===== src/rtl/wr_acc.sv =====
// wr_acc: turns a level-handshaked register write request from the PCIe domain into a
// single-beat IP bus master write and returns {address, status code} as a response.
module wr_acc #(
  parameter logic [31:0] ACK_CODE  = 32'h1,
  parameter logic [31:0] NACK_CODE = 32'h2,
  parameter int          TIMEOUT   = 1024
) (
  input  logic        reg_int_clk,
  input  logic        reg_int_reset_n,
  input  logic [31:0] acc_addr,
  input  logic [31:0] acc_data,
  input  logic        acc_en,
  output logic        acc_en_ack,
  output logic        IP2Bus_MstWr_Req,
  output logic [31:0] IP2Bus_Mst_Addr,
  output logic [31:0] IP2Bus_MstWr_d,
  output logic        IP2Bus_MstWr_src_rdy_n,
  input  logic        Bus2IP_MstWr_dst_rdy_n,
  input  logic        Bus2IP_Mst_CmdAck,
  input  logic        Bus2IP_Mst_Cmplt,
  input  logic        Bus2IP_Mst_Error,
  output logic        snd_resp,
  input  logic        snd_resp_ack,
  output logic [63:0] resp,
  input  logic        my_regif,
  output logic        drv_regif
);

  typedef enum logic [2:0] {
    IDLE = 3'd0,
    GNT  = 3'd1,
    CMD  = 3'd2,
    DATA = 3'd3,
    CPL  = 3'd4,
    RESP = 3'd5,
    DONE = 3'd6
  } state_e;

  localparam logic [15:0] TMO_LAST = 16'(TIMEOUT - 1);

  state_e      state_q, state_d;
  logic        en_meta_q, en_sync_q;
  logic        rack_meta_q, rack_sync_q;
  logic [31:0] addr_q, addr_d;
  logic [31:0] data_q, data_d;
  logic        ack_q, ack_d;
  logic        req_q, req_d;
  logic [31:0] mst_addr_q, mst_addr_d;
  logic [31:0] mst_d_q, mst_d_d;
  logic        src_rdy_n_q, src_rdy_n_d;
  logic        snd_resp_q, snd_resp_d;
  logic [63:0] resp_q, resp_d;
  logic        drv_q, drv_d;
  logic [15:0] cnt_q, cnt_d;
  logic        busy_s;
  logic        fin_s;
  logic [31:0] fin_code_s;

  // Two-flop synchronizers for the PCIe-domain handshake levels.
  always_ff @(posedge reg_int_clk or negedge reg_int_reset_n) begin
    if (!reg_int_reset_n) begin
      en_meta_q   <= 1'b0;
      en_sync_q   <= 1'b0;
      rack_meta_q <= 1'b0;
      rack_sync_q <= 1'b0;
    end else begin
      en_meta_q   <= acc_en;
      en_sync_q   <= en_meta_q;
      rack_meta_q <= snd_resp_ack;
      rack_sync_q <= rack_meta_q;
    end
  end

  // A transfer ends on a completion, or on timeout; a completion in the same cycle wins.
  always_comb begin
    busy_s = (state_q == CMD) || (state_q == DATA) || (state_q == CPL);
    fin_s  = busy_s && (Bus2IP_Mst_Cmplt || (cnt_q == TMO_LAST));
    if (Bus2IP_Mst_Cmplt && !Bus2IP_Mst_Error) begin
      fin_code_s = ACK_CODE;
    end else begin
      fin_code_s = NACK_CODE;
    end
  end

  // Next-state and registered-output logic.
  always_comb begin
    state_d     = state_q;
    addr_d      = addr_q;
    data_d      = data_q;
    ack_d       = ack_q;
    req_d       = req_q;
    mst_addr_d  = mst_addr_q;
    mst_d_d     = mst_d_q;
    src_rdy_n_d = src_rdy_n_q;
    snd_resp_d  = snd_resp_q;
    resp_d      = resp_q;
    drv_d       = drv_q;
    cnt_d       = cnt_q;

    if (busy_s && (cnt_q != 16'hFFFF)) begin
      cnt_d = cnt_q + 16'd1;
    end else begin
      cnt_d = cnt_q;
    end

    // The request acknowledge falls as soon as the requester has let go, whatever the state.
    if (ack_q && !en_sync_q) begin
      ack_d = 1'b0;
    end else begin
      ack_d = ack_q;
    end

    case (state_q)
      IDLE: begin
        if (en_sync_q) begin
          addr_d  = acc_addr;
          data_d  = acc_data;
          ack_d   = 1'b1;
          drv_d   = 1'b1;
          state_d = GNT;
        end else begin
          state_d = IDLE;
        end
      end
      GNT: begin
        if (my_regif) begin
          req_d      = 1'b1;
          mst_addr_d = addr_q;
          cnt_d      = 16'd0;
          state_d    = CMD;
        end else begin
          state_d = GNT;
        end
      end
      CMD, DATA, CPL: begin
        if (fin_s) begin
          req_d       = 1'b0;
          src_rdy_n_d = 1'b1;
          drv_d       = 1'b0;
          resp_d      = {addr_q, fin_code_s};
          state_d     = RESP;
        end else if ((state_q == CMD) && Bus2IP_Mst_CmdAck) begin
          req_d       = 1'b0;
          src_rdy_n_d = 1'b0;
          mst_d_d     = data_q;
          state_d     = DATA;
        end else if ((state_q == DATA) && !Bus2IP_MstWr_dst_rdy_n) begin
          src_rdy_n_d = 1'b1;
          state_d     = CPL;
        end else begin
          state_d = state_q;
        end
      end
      RESP: begin
        if (!snd_resp_q) begin
          if (!en_sync_q && !ack_q) begin
            snd_resp_d = 1'b1;
          end else begin
            snd_resp_d = 1'b0;
          end
        end else if (rack_sync_q) begin
          snd_resp_d = 1'b0;
          state_d    = DONE;
        end else begin
          snd_resp_d = 1'b1;
        end
      end
      DONE: begin
        if (!rack_sync_q) begin
          state_d = IDLE;
        end else begin
          state_d = DONE;
        end
      end
      default: begin
        state_d = IDLE;
      end
    endcase
  end

  // State and output registers; reset aborts any transfer in flight.
  always_ff @(posedge reg_int_clk or negedge reg_int_reset_n) begin
    if (!reg_int_reset_n) begin
      state_q     <= IDLE;
      addr_q      <= 32'h0;
      data_q      <= 32'h0;
      ack_q       <= 1'b0;
      req_q       <= 1'b0;
      mst_addr_q  <= 32'h0;
      mst_d_q     <= 32'h0;
      src_rdy_n_q <= 1'b1;
      snd_resp_q  <= 1'b0;
      resp_q      <= 64'h0;
      drv_q       <= 1'b0;
      cnt_q       <= 16'd0;
    end else begin
      state_q     <= state_d;
      addr_q      <= addr_d;
      data_q      <= data_d;
      ack_q       <= ack_d;
      req_q       <= req_d;
      mst_addr_q  <= mst_addr_d;
      mst_d_q     <= mst_d_d;
      src_rdy_n_q <= src_rdy_n_d;
      snd_resp_q  <= snd_resp_d;
      resp_q      <= resp_d;
      drv_q       <= drv_d;
      cnt_q       <= cnt_d;
    end
  end

  assign acc_en_ack             = ack_q;
  assign IP2Bus_MstWr_Req       = req_q;
  assign IP2Bus_Mst_Addr        = mst_addr_q;
  assign IP2Bus_MstWr_d         = mst_d_q;
  assign IP2Bus_MstWr_src_rdy_n = src_rdy_n_q;
  assign snd_resp               = snd_resp_q;
  assign resp                   = resp_q;
  assign drv_regif              = drv_q;

endmodule


===== config.mk =====
export PLATFORM = sky130hd
export DESIGN_NAME = wr_acc
export DESIGN_NICKNAME = d
export VERILOG_FILES = /design/src/rtl/wr_acc.sv
export SDC_FILE = /design/constraint.sdc
export NUM_CORES = 1
export LEC_CHECK = 0
export CAP_MARGIN = 20
export CORE_UTILIZATION = 49
export CTS_BUF_LIST = sky130_fd_sc_hd__clkbuf_8 sky130_fd_sc_hd__clkbuf_16
export CTS_CLUSTER_DIAMETER = 50
export CTS_CLUSTER_SIZE = 8
export DETAILED_ROUTE_END_ITERATION = 16
export PLACE_DENSITY = 0.8
export SLEW_MARGIN = 10
export SYNTH_ARGS = -nofsm -noshare
export SYNTH_HDL_FRONTEND = slang
export SYNTH_SLANG_ARGS = --single-unit

===== constraint.sdc =====
create_clock -name reg_int_clk -period 2.59 [get_ports reg_int_clk]
set_clock_uncertainty 0.15 [all_clocks]
set_input_delay 0.259 -clock reg_int_clk [delete_from_list [all_inputs] [get_ports reg_int_clk]]
set_output_delay 0.259 -clock reg_int_clk [all_outputs]
set_load 0.005 [all_outputs]

==> results of run 1 <==
-- final cells by class --
type	instances	area [sq um]	area share, %
Tap cell	211	264	2.58
Clock buffer	21	480	4.70
Inverter	4	15.0	0.147
Sequential cell	190	4760	46.5
Multi-Input combinational cell	360	2770	27.0
Timing Repair Buffer	186	1900	18.6
Clock inverter	10	51.3	0.501
-- per-stage QoR --
step	instance area [sq um]	worst slack (ns)
2_1_floorplan	7900	0.589
3_3_place_gp	9690	0.471
3_5_place_dp	9690	0.387
4_1_cts	10200	0.381
5_1_grt	10200	0.258
6_report	10200	0.372
-- per-layer routing --
layer  wire (um)  part of all wire, %  GRT usage, %  up-vias
li1            -                    -             -     2255
met1        6910                   41          26.4     2454
met2        8460                   50          36.0      139
met3         941                  5.6          6.72       37
met4         508                  3.0          9.69        0
met5           0                    0             0        -
-- worst paths after layout --
kind                       cells past startpoint                   from                       endpoint  slack, ns
min in group asynchronous                      2        reg_int_reset_n  IP2Bus_MstWr_d[7]$_DFFE_PN0P_       0.21
hold / removal                                 1           snd_resp_ack          rack_meta_q$_DFF_PN0_       0.12
setup reg to reg                               6     cnt_q[0]$_DFF_PN0_           resp[40]$_DFFE_PN0P_       0.37
hold reg to reg                                0  rack_meta_q$_DFF_PN0_          rack_sync_q$_DFF_PN0_       0.20
setup / recovery                               6     cnt_q[0]$_DFF_PN0_           resp[40]$_DFFE_PN0P_       0.37
max in group asynchronous                      3        reg_int_reset_n         data_q[10]$_DFFE_PN0P_       1.32
-- power by group through the flow --
| stage | combinational [W] | sequential [W] | clock, W |
|---|---|---|---|
| after floorplan | 0.00227 | 0.00513 | 0 |
| after global placement | 0.00416 | 0.00522 | 0 |
| after detailed placement | 0.00431 | 0.00533 | 0 |
| after CTS | 0.00435 | 0.00531 | 0.00238 |
| after global routing | 0.00463 | 0.00548 | 0.00251 |
| final | 0.00429 | 0.00530 | 0.00234 |
-- sequential cells by signal (all words and copies together) (netlist names) --
register                cells
addr_q                     32
en_meta_q                   1
state_q                     3
IP2Bus_MstWr_d             32
IP2Bus_MstWr_Req            1
rack_sync_q                 1
rack_meta_q                 1
IP2Bus_MstWr_src_rdy_n      1
IP2Bus_Mst_Addr            32
drv_regif                   1
data_q                     32
en_sync_q                   1
acc_en_ack                  1
resp                       34
snd_resp                    1
cnt_q                      16
-- synthesized netlist by cell type, drive strengths merged --
cell type	count
dfstp	1
a21oi	3
nor2b	5
nand2	110
mux2i	5
buf	50
dfrtp	189
and4bb	1
and4	3
mux2	128
o21a	1
o21ai	2
conb	1
o211ai	1
nor3	4
a21o	3
clkbuf	4
xnor2	11
inv	4
nor4	4
nor4b	3
and2	1
nand4	6
a41oi	2
nor2	21
o22ai	1
and3b	1
ha	1
a31oi	3
nor3b	3
o221ai	1
nand3	4
a211oi	1
and3	1
-- cell families (layout without fill, tap and decap cells) --
group | count (synthesis) | count (layout) | share of synthesized area [%]
fa+ha+maj | 1 | 1 | 0.160
simple gates | 167 | 167 | 10.0
mux | 133 | 133 | 20.6
other cells | 1 | 30 | 0.0481
compound gates | 18 | 18 | 1.88
xor+xnor | 11 | 11 | 1.24
buf+inv | 58 | 221 | 5.04
flops | 190 | 190 | 61.0
==> summary.txt, run 1 <==
Outcome
  • Status: finished, final reports clean

Critical path
  • Buffer and inverter count on the worst path: 1
  • Crit path max-delay family: simple AND/OR/NAND/NOR gates
  • WP data required: between 2 and 3 ns
  • CP endpoint kind: register
  • Crit-path cells: ha_1 -> and3_1 -> a41oi_4 -> nor2_8 -> buf_4 -> mux2_2
  • Setup CP Type: register to register
  • Slowest CP cell: dfrtp_1
  • Arrival @ worst endpoint: between 2 and 2.5 ns
  • Crit Path Max Fanout: 18
  • Crit-path max cell delay: about 0.4 ns
  • CP Launch Type: register

Power
  • Combinational power share: 35.9%
  • Cell internal pwr: around 0.0084 W
  • Worst IR drop on VDD: between 0.6 and 0.7 mV
  • Seq pwr share: 44.4%
  • Sw Pwr: 0.00357 W
  • Net Sw Frac: 29.9%
  • Pleak: 4.71 nW
  • Clock share of power: 19.6%
  • Pwr dens: approximately 1200 nW/um^2
  • Power, Total: 0.0119 W

Clock tree
  • CTS root buf: clkbuf_16
  • Clk Latency, worst-skew pair: 0.42 ns
  • CTS tree: done
  • CTS resizes: 0
  • Setup bufs post-CTS: 0
  • Clock Path Buffers: 2
  • CTS Hold Bufs: 1
  • Total number of H-tree levels: 4
  • Number of buffers created by CTS: 17
  • CTS Sinks: between 150 and 200
  • Reg clk slew, reported paths: 0.06 ns

STA
  • Slew @ Worst Pin: 0.655 ns
  • Rel. slew slack: roughly 56%
  • RSZ-0062 raised after global routing: no
  • Hold Fails Final Rpt: 0
  • Fin crit period: 2.22 ns
  • Final TNS setup: 0 ns
  • Period utilization: 85.6%
  • Final setup vio count: 0
  • Fin. max-slew vios: 0
  • Fmax: 451 MHz
  • Final hold slack: 0.125 ns

Routing
  • Initial DRC count: 156
  • Routed via count: 4885
  • Drt pass-1 iters: 4
  • Via-per-instance ratio: 4.97
  • Final wirelength: about 17 mm
  • # DRC: 0
  • WL/cell: 17.1 um
  • Antenna viol nets, final: 0

Logic synthesis
  • Synth top area share: 60.7%
  • Number of synthesized register bits: 190
  • Post-synthesis sequential area ratio: 61.0%
  • Mapped cell area: 7790 sq um
  • Synth area leader: dfrtp_1
  • Cells after Synth: 579
  • Post-synthesis cell type count: 46
  • Syn avg cell area: approximately 13 sq um
  • Synth Warn #: 0
  • Synth area leaders: dfrtp_1 61%, mux2_2 14%, mux2_4 5.8%

Cells and area
  • # nets final: 833
  • # fillers: 1076
  • Fraction of final layout cells with drive strength greater than 1: 22.6%
  • Final Core Density: around 67%
  • Most frequent cells in the layout: 189 x dfrtp_1, 174 x clkdlybuf4s50_1, 109 x nand2_1
  • Commonest non-fill, non-tap cell in the layout: dfrtp_1
  • Non-filler instance count after layout: 982
  • Diode count: 0
  • P&R area growth vs syn: 31.3%

GRT
  • Total track usage: 21.8%
  • Gr ovfl total: 0
  • Initial antenna violation count: 0
  • Largest net degree at the start of global routing: 74
  • First-pass GRT wire length: 27.4 mm
  • Vias in the first global route: ~5400

Floorplan
  • Die Span Y: 128 um
  • Row count: 45
  • Horiz. Die Dim: 128 um
  • Core region area: ~15000 sq um
  • Die ar.: 16400 sq um
  • Io pins: ~210
  • Initial Util: 50.7%

Job
  • Max Cap Viol: 0

Min path
  • Worst hold path type: input pin to register

Placed design
  • Routability cong.: 0.785
  • Placed cells: between 900 and 1000
  • IO Port Bufs: around 180
  • Hpwl dp: 11.5 mm
Note: power is estimated with default switching activity, not from simulation.
==> run 2, diff against run 1 <==
Settings changed: GPL_TIMING_DRIVEN from default to 0.
==> run 2 against run 1 <==
  * Count of clock-buffer cells in the layout is 2 lower
  * Critical path depth is 1 lower
  * Sequential power is 0.8% lower
  * Largest cell class unchanged
==> summary.txt, run 2 (same netlist as run 1, synthesis figures left out) <==
Critical path
  • WP data required: 2.75 ns
  • Most used cell, CP: buf_2
  • CP Launch Type: register
  • Slowest CP cell: nor4b_2
  • Crit-path max cell delay: roughly 0.53 ns
  • Setup CP Type: register to register
  • Reg2Reg Launch Point: state_q[0]$_DFFE_PN0P_
  • Worst setup startpoint: state_q[0]$_DFFE_PN0P_
  • Arrival @ worst endpoint: 2.56 ns
  • Crit-path cells: buf_2 -> nor4b_2 -> buf_2 -> buf_2 -> mux2_2
  • Crit path max-delay family: buffers and inverters
  • Crit Path Max Fanout: 10
  • CP endpoint kind: register
  • Buffer and inverter count on the worst path: 3

STA
  • Period utilization: just over 90%
  • Fin crit period: 2.40 ns
  • Fin. max-slew vios: 0
  • RSZ-0062 raised after global routing: no
  • Final setup vio count: 0
  • Hold Fails Final Rpt: 0
  • Final setup margin: 0.191 ns
  • Rel. slew slack: between 40 and 50%
  • Fmax: 417 MHz
  • Slew @ Worst Pin: approximately 0.82 ns

GRT
  • Vias in the first global route: 5511
  • First-pass GRT wire length: 28.0 mm
  • Gr ovfl total: 0
  • Initial antenna violation count: 0
  • Total track usage: a little under a quarter
  • Largest net degree at the start of global routing: 114

Floorplan
  • Die Span Y: 128 um
  • Row count: 45
  • Horiz. Die Dim: approximately 130 um
  • Core region area: 15400 sq um
  • Io pins: around 210
  • Die ar.: ~16000 sq um
  • Initial Util: 50.7%

Job
  • Max Cap Viol: 0

Placed design
  • Setup WS pre-CTS: 0.197 ns
  • IO Port Bufs: 175
  • Routability cong.: just over 0.8
  • Hpwl dp: 12.7 mm

Clock tree
  • CTS Sinks: 190
  • Clk Latency, worst-skew pair: 0.42 ns
  • Number of buffers created by CTS: 17
  • Total number of H-tree levels: 4
  • Setup bufs post-CTS: 0
  • CTS resizes: 0
  • Clock Path Buffers: 2
  • CTS root buf: clkbuf_16
  • CTS tree: done
  • Reg clk slew, reported paths: approximately 0.070 ns
  • CTS Hold Bufs: 1

Routing
  • WL/cell: approximately 17 um
  • Final wirelength: 17.7 mm
  • Antenna viol nets, final: 0
  • # DRC: 0
  • Initial DRC count: 225
  • Routed via count: 5122
  • Drt pass-1 iters: 4
  • Via-per-instance ratio: 4.98

Cells and area
  • Most frequent cells in the layout: 189 x dfrtp_1, 174 x clkdlybuf4s50_1, 109 x nand2_1
  • P&R area growth vs syn: 35.7%
  • Area of the multi-input gates: 2760 sq um
  • Commonest non-fill, non-tap cell in the layout: dfrtp_1
  • Diode count: 0
  • Fraction of final layout cells with drive strength greater than 1: 26.7%
  • # fillers: 1074
  • Final Core Density: 68.8%
  • Max FFs per register: 34
  • FF+latch area: 4760 sq um
  • # nets final: 878

Power
  • Worst IR drop on VDD: ~0.59 mV
  • Pleak: ~5.0 nW
  • Pwr dens: 1170 nW/um^2
  • Power, Total: 0.0124 W

Min path
  • Min-delay src: snd_resp_ack
  • Worst hold path type: input pin to register

Outcome
  • Status: finished, final reports clean
-- run 2: changes by cell type in the layout (fill, tap and decap cells not counted), sizes merged --
cell / delta
clkinvlp: -2
buf: +41
bufinv: +3
clkbuf: +2
clkinv: +1
inv: +1
-- run 2: worst register-to-register path, delay by kind of cell (launching register included) --
kind                   cells  cell delay [ns]
and+or+nand+nor            1             0.53
DFF                        1             0.36
buffers and inverters      3             0.87
muxes                      1             0.39
-- run 2: stage by stage --
| step | setup TNS, ns | area [sq um] | instances | hold WS, ns |
|---|---|---|---|---|
| 6_report | 0 | 10600 | 1028 | 0.124 |
| 3_5_place_dp | 0 | 9950 | 995 | 0.193 |
| 2_1_floorplan | 0 | 7900 | 608 | -0.187 |
| 3_3_place_gp | -1155.11 | 9920 | 994 | 0.183 |
| 5_1_grt | 0 | 10600 | 1028 | 0.129 |
| 4_1_cts | 0 | 10600 | 1028 | 0.108 |
-- run 2: power by group --
part           switching, W  internal [W]  leakage [nW]
sequential         0.000910       0.00435          2.37
clock               0.00110       0.00157         0.307
combinational       0.00166       0.00277          2.28
total               0.00367       0.00869          4.95
-- run 2: worst paths after layout --
check                      slack (ns)                       endpoint  cells after the start
min in group asynchronous        0.33  IP2Bus_MstWr_d[7]$_DFFE_PN0P_                      2
hold / removal                   0.12          rack_meta_q$_DFF_PN0_                      1
setup reg to reg                 0.19          addr_q[6]$_DFFE_PN0P_                      5
max in group asynchronous        1.06          addr_q[4]$_DFFE_PN0P_                      3
hold reg to reg                  0.20            en_sync_q$_DFF_PN0_                      0
setup / recovery                 0.19          addr_q[6]$_DFFE_PN0P_                      5
-- run 2: metal layers --
metal  global-route usage [%]  vias up  part of all wire [%]
li1                         -     2351                     -
met3                     6.84       45                   6.0
met2                     38.9      176                    51
met5                        0        -                     0
met4                     11.9        0                   3.9
met1                     25.4     2550                    39
-- run 2: cell type report --
type | instances | share of cell area, %
timing repair buffer | 177 | 17.0
tap | 211 | 2.50
buffer | 54 | 3.57
multi-input combinational | 360 | 26.1
clock inverter | 13 | 1.50
clock buffer | 19 | 4.28
inverter | 4 | 0.142
sequential | 190 | 45.0
==> run 3, diff against run 2 <==
Settings changed: CAP_MARGIN 20 to default.
==> results of run 3 <==
Same layout as run 2: the final DEF is identical, and so are final timing and power.
